<file path="config.mk">
export PLATFORM = sky130hd
export DESIGN_NAME = sync_token_sink
export DESIGN_NICKNAME = d
export VERILOG_FILES = /design/src/rtl/sync_token_sink.sv
export SDC_FILE = /design/constraint.sdc
export NUM_CORES = 1
export LEC_CHECK = 0
export ABC_AREA = 1
export CAP_MARGIN = 20
export CORE_MARGIN = 10
export CORE_UTILIZATION = 50
export DETAILED_ROUTE_END_ITERATION = 16
export GPL_TIMING_DRIVEN = 1
export PLACE_DENSITY = 0.75
export SYNTH_ARGS = -nofsm -noshare
export SYNTH_HDL_FRONTEND = slang
export SYNTH_SLANG_ARGS = --single-unit
</file>
<file path="constraint.sdc">
create_clock -name clk -period 1.7 [get_ports clk]
set_input_delay 0.34 -clock clk [delete_from_list [all_inputs] [get_ports clk]]
set_output_delay 0.34 -clock clk [all_outputs]
set_load 0.1 [all_outputs]
</file>
<file path="src/rtl/sync_token_sink.sv">
// Synchronous sink for a 4-phase bundled-data channel: resynchronises the request,
// buffers {data, timing-error flag} tokens in a FIFO, and counts error-flagged tokens.
module sync_token_sink #(
    parameter int DATA_W      = 8,
    parameter int DEPTH       = 4,
    parameter int SYNC_STAGES = 2,
    parameter int CNT_W       = 16
) (
    input  logic              clk,
    input  logic              rst,
    input  logic              req_in,
    output logic              ack_out,
    input  logic [DATA_W-1:0] data_in,
    input  logic [1:0]        err_in,
    output logic              out_valid,
    input  logic              out_ready,
    output logic [DATA_W-1:0] out_data,
    output logic              out_err,
    input  logic              cnt_clr,
    output logic [CNT_W-1:0]  err_cnt,
    output logic              proto_err
);

    localparam int AW = $clog2(DEPTH);
    localparam logic [AW:0]      FULL_C  = (AW+1)'(DEPTH);
    localparam logic [CNT_W-1:0] CNT_MAX = '1;

    typedef enum logic {
        IDLE = 1'b0,
        ACK  = 1'b1
    } state_t;

    // Dual-rail decode: only 01 means "no timing error"; illegal codes are treated as errors.
    function automatic logic flag_of(input logic [1:0] e);
        case (e)
            2'b01:   flag_of = 1'b0;
            2'b10:   flag_of = 1'b1;
            default: flag_of = 1'b1;
        endcase
    endfunction

    function automatic logic illegal_of(input logic [1:0] e);
        case (e)
            2'b00:   illegal_of = 1'b1;
            2'b11:   illegal_of = 1'b1;
            default: illegal_of = 1'b0;
        endcase
    endfunction

    logic [SYNC_STAGES-1:0] sync_r;
    logic                   req_s;
    state_t                 state_r, state_nxt_s;
    logic                   push_s, pop_s, inc_s;
    logic [DATA_W:0]        mem_r [DEPTH];
    logic [AW-1:0]          wr_ptr_r, rd_ptr_r, rd_nxt_s;
    logic [AW:0]            count_r, count_nxt_s;
    logic [DATA_W:0]        wdata_s, head_nxt_s;

    assign req_s   = sync_r[SYNC_STAGES-1];
    assign pop_s   = out_valid & out_ready;
    assign wdata_s = {data_in, flag_of(err_in)};
    assign inc_s   = push_s & wdata_s[0];

    // Request synchroniser chain; nothing downstream looks at req_in directly.
    always_ff @(posedge clk) begin
        if (rst) begin
            sync_r <= '0;
        end else begin
            sync_r <= {sync_r[SYNC_STAGES-2:0], req_in};
        end
    end

    // Handshake next-state: capture only when the registered occupancy leaves room.
    always_comb begin
        state_nxt_s = state_r;
        push_s      = 1'b0;
        case (state_r)
            IDLE: begin
                if (req_s && (count_r != FULL_C)) begin
                    push_s      = 1'b1;
                    state_nxt_s = ACK;
                end else begin
                    state_nxt_s = IDLE;
                end
            end
            ACK: begin
                if (!req_s) begin
                    state_nxt_s = IDLE;
                end else begin
                    state_nxt_s = ACK;
                end
            end
            default: state_nxt_s = IDLE;
        endcase
    end

    // FIFO bookkeeping and the next head word, so the output stage can be a plain register.
    always_comb begin
        count_nxt_s = count_r;
        rd_nxt_s    = rd_ptr_r;
        head_nxt_s  = '0;
        if (push_s && !pop_s) begin
            count_nxt_s = count_r + (AW+1)'(1);
        end else if (!push_s && pop_s) begin
            count_nxt_s = count_r - (AW+1)'(1);
        end else begin
            count_nxt_s = count_r;
        end
        if (pop_s) begin
            rd_nxt_s = rd_ptr_r + AW'(1);
        end else begin
            rd_nxt_s = rd_ptr_r;
        end
        // The new head is the word being written when the FIFO is (or is about to be) empty.
        if (count_nxt_s == '0) begin
            head_nxt_s = '0;
        end else if (push_s && (rd_nxt_s == wr_ptr_r)) begin
            head_nxt_s = wdata_s;
        end else begin
            head_nxt_s = mem_r[rd_nxt_s];
        end
    end

    // Control state, pointers and the registered stream outputs.
    always_ff @(posedge clk) begin
        if (rst) begin
            state_r   <= IDLE;
            ack_out   <= 1'b0;
            wr_ptr_r  <= '0;
            rd_ptr_r  <= '0;
            count_r   <= '0;
            out_valid <= 1'b0;
            out_data  <= '0;
            out_err   <= 1'b0;
        end else begin
            state_r   <= state_nxt_s;
            ack_out   <= (state_nxt_s == ACK);
            rd_ptr_r  <= rd_nxt_s;
            count_r   <= count_nxt_s;
            out_valid <= (count_nxt_s != '0);
            {out_data, out_err} <= head_nxt_s;
            if (push_s) begin
                wr_ptr_r <= wr_ptr_r + AW'(1);
            end else begin
                wr_ptr_r <= wr_ptr_r;
            end
        end
    end

    // Storage array; contents are don't-care until written, so it carries no reset.
    always_ff @(posedge clk) begin
        if (push_s) begin
            mem_r[wr_ptr_r] <= wdata_s;
        end
    end

    // Saturating error-token counter; a clear coinciding with a capture still counts that token.
    always_ff @(posedge clk) begin
        if (rst) begin
            err_cnt <= '0;
        end else if (cnt_clr) begin
            err_cnt <= inc_s ? CNT_W'(1) : '0;
        end else if (inc_s && (err_cnt != CNT_MAX)) begin
            err_cnt <= err_cnt + CNT_W'(1);
        end else begin
            err_cnt <= err_cnt;
        end
    end

    // Sticky protocol-violation flag for illegal dual-rail codes at capture.
    always_ff @(posedge clk) begin
        if (rst) begin
            proto_err <= 1'b0;
        end else if (push_s && illegal_of(err_in)) begin
            proto_err <= 1'b1;
        end else begin
            proto_err <= proto_err;
        end
    end

endmodule

</file>
==> flow_metrics.env <==
export IMPL_synth_seq_cells=73
export IMPL_via_per_inst=4.96
export IMPL_hold_buffers=0
export IMPL_antenna_found_initial=0
export IMPL_cts_tree="done"
export IMPL_async_reset_ff_frac=0
export IMPL_utilization=0.693
export IMPL_required_ns=1.94
export IMPL_power_total_mw=6.04
export IMPL_nNetsFinal=528
export IMPL_core_area_sq_um=7180
export IMPL_start_util=0.507
export IMPL_cts_buffers=9
export IMPL_hold_viol=0
export IMPL_synth_edf_count=36
export IMPL_syn_area_sq_um=3640
export IMPL_dieArea_sq_um=11100
export IMPL_insertion_delay_ns=0.35
export IMPL_fillers=523
export IMPL_slowest_delay_ns=0.33
export IMPL_drtPass1Iterations=4
export IMPL_drtIter0Drc=127
export IMPL_cts_sinks=73
export IMPL_grt_pass1_wl_um=13800
export IMPL_final_setup_viol_count=0
export IMPL_multi_input_area_sq_um=1570
export IMPL_syn_avg_cell_area_sq_um=8.56
export IMPL_path_cells="inv_2 -> ha_4 -> nand2_4 -> buf_4 -> nand3_4 -> nand2_1 -> nand2_1 -> nand2_1 -> nand2_2 -> nand2_4 -> nor2_4 -> nor2_2"
export IMPL_ios=43
export IMPL_vdd_drop_max_v=0.000403
export IMPL_fmaxAchievable_mhz=607
export IMPL_area_growth_synth_to_final_pct=36.7
export IMPL_end_kind="flop"
export IMPL_h_tree_depth=3
export IMPL_maxCapViolCount=0
export IMPL_grt_setup_unrepaired="true"
export IMPL_synth_nets=449
export IMPL_crit_slowest_cell="dfxtp_2"
export IMPL_gp_congestion=0.823
export IMPL_fp_dieW_um=105
export IMPL_grt_max_degree=19
export IMPL_skew_ns=0.0118
export IMPL_finalInstanceArea_sq_um=4970
export IMPL_io_buffers=42
export IMPL_yosysSeqAreaShare=0.501
export IMPL_ant_nets=0
export IMPL_hpwlAfterDp_um=5880
export IMPL_diodes=0
export IMPL_vias=3015
export IMPL_drc=0
export IMPL_min_period_ns=1.65
export IMPL_synthFlopType="dfxtp_1"
export IMPL_clk_pin_slew_ns=0.08
export IMPL_grt_pass1_vias=2973
export IMPL_regArea_sq_um=1860
export IMPL_path_common_cell="nand2_1"
export IMPL_holdWs_ns=0.420
export IMPL_cp_data_arrival_time_ns=1.89
export IMPL_routed_wl_um=8350
export IMPL_path_class="flop to flop"
export IMPL_start_kind="flop"
export IMPL_ys_warnings_count=0
export IMPL_worst_pin_slew_ns=0.264
export IMPL_finalMaxSlewViolations=0
export IMPL_postPlaceCellArea_sq_um=4650
export IMPL_layout_common_cells="86 x nand2_1, 67 x inv_1, 46 x nand3_1"
export IMPL_dieHeight_um=105
export IMPL_cts_buffer_depth=2
export IMPL_synth_cell_types=27
export IMPL_grt_overflow_total=0
export IMPL_powerDensity_nw_per_um2=1210
export IMPL_cts_root_buf="clkbuf_8"
export IMPL_path_max_fanout=5
export IMPL_wire_per_inst_um=13.7
export IMPL_gr_usage_all_layers=0.150
export IMPL_fin_crit_sh=0.969
export IMPL_slew_headroom=0.824
export IMPL_p_leak_nw=2.09
export IMPL_outcome="completed"
export IMPL_totalNegativeSetupSlack_ns=0
export IMPL_hold_path_class="flop to flop"
export IMPL_layout_commonest_cell="nand2_1"
export IMPL_rows=31
export IMPL_syn_inst=425
export IMPL_drive_gt1_frac=0.305
[repair_timing]
item	in CTS	in global routing
cloned	1	1
gates resized for setup	7	18
pin swaps	3	8
setup endpoints to repair	16	23
buffers inserted	3	3
[state kept, by name, summed over array words and instances, names as in the netlist]
signal,flops
count_r,3
err_cnt,16
mem_r,36
out_data,8
out_err,1
out_valid,1
proto_err,1
rd_ptr_r,2
state_r,1
sync_r,2
wr_ptr_r,2
[kinds of logic after synthesis]
family | synth area share
AND/OR/NAND/NOR | 0.336
buffers and inverters | 0.0976
flip-flops | 0.501
AO/OA/AOI/OAI | 0.0354
adder cells (fa/ha/maj) | 0.0309
[power breakdown]
| group | switching, mW | leakage (nW) | internal [mW] |
|---|---|---|---|
| logic | 1.70 | 1.37 | 1.02 |
| registers | 0.128 | 0.638 | 2.00 |
| clock network | 0.655 | 0.0866 | 0.535 |
| total | 2.48 | 2.09 | 3.56 |
[through the flow]
step	cells	setup slack [ns]
3_5_place_dp	584	-0.308
2_1_floorplan	425	-0.0146
6_report	608	0.0524
5_1_grt	608	-0.0382
4_1_cts	604	0.0177
3_3_place_gp	584	-0.224
[cells in the mapped netlist, types with 2 or more instances]
library cell  instances  area (sq um)
nor2_2               13          81.3
nand3_2               3          30.0
nand4_1               3          18.8
dfxtp_1              37           741
nand2_2              14          87.6
inv_2                 2          7.51
inv_1                69           259
nand2_4               5          56.3
edfxtp_1             36          1080
nand2_1              90           338
nor2_4                4          45.0
nand3b_1             19           143
nand3_1              47           235
o21ai_0               9          45.0
ha_1                  9           113
clkbuf_1              2          7.51
nor2_1               39           146
a21oi_1              11          55.1
buf_6                 5          56.3
[worst max-delay path: cells and delay by family, from the launching register on]
family	cells	cell delay, ns
adders and majority gates	1	0.15
buffers and inverters	2	0.23
DFF	1	0.33
and+or+nand+nor	9	0.83
[per-layer routing]
metal / track usage / up-vias / wire length (um)
li1: - / 1513 / -
met4: 0.0451 / 0 / 77
met1: 0.169 / 1393 / 3410
met3: 0.0548 / 8 / 625
met5: 0 / - / 0
met2: 0.259 / 101 / 4230
[worst paths after layout]
check                         from                     end  slack [ns]  depth (start not counted)
max          count_r[1]$_SDFF_PP0_  out_data[0]$_SDFF_PP0_        0.05                         12
min           sync_r[0]$_SDFF_PP0_    sync_r[1]$_SDFF_PP0_        0.42                          2
max reg2reg  count_r[1]$_SDFF_PP0_  out_data[0]$_SDFF_PP0_        0.05                         12
min reg2reg   sync_r[0]$_SDFF_PP0_    sync_r[1]$_SDFF_PP0_        0.42                          2
[area by class of cell]
type,instances,area share
sequential,73,0.374
multi-input combinational,274,0.316
timing repair buffer,75,0.197
inverter,71,0.0536
clock buffer,10,0.0257
tap,99,0.0249
clock inverter,6,0.00880
Power figures use the tool's default switching activity.
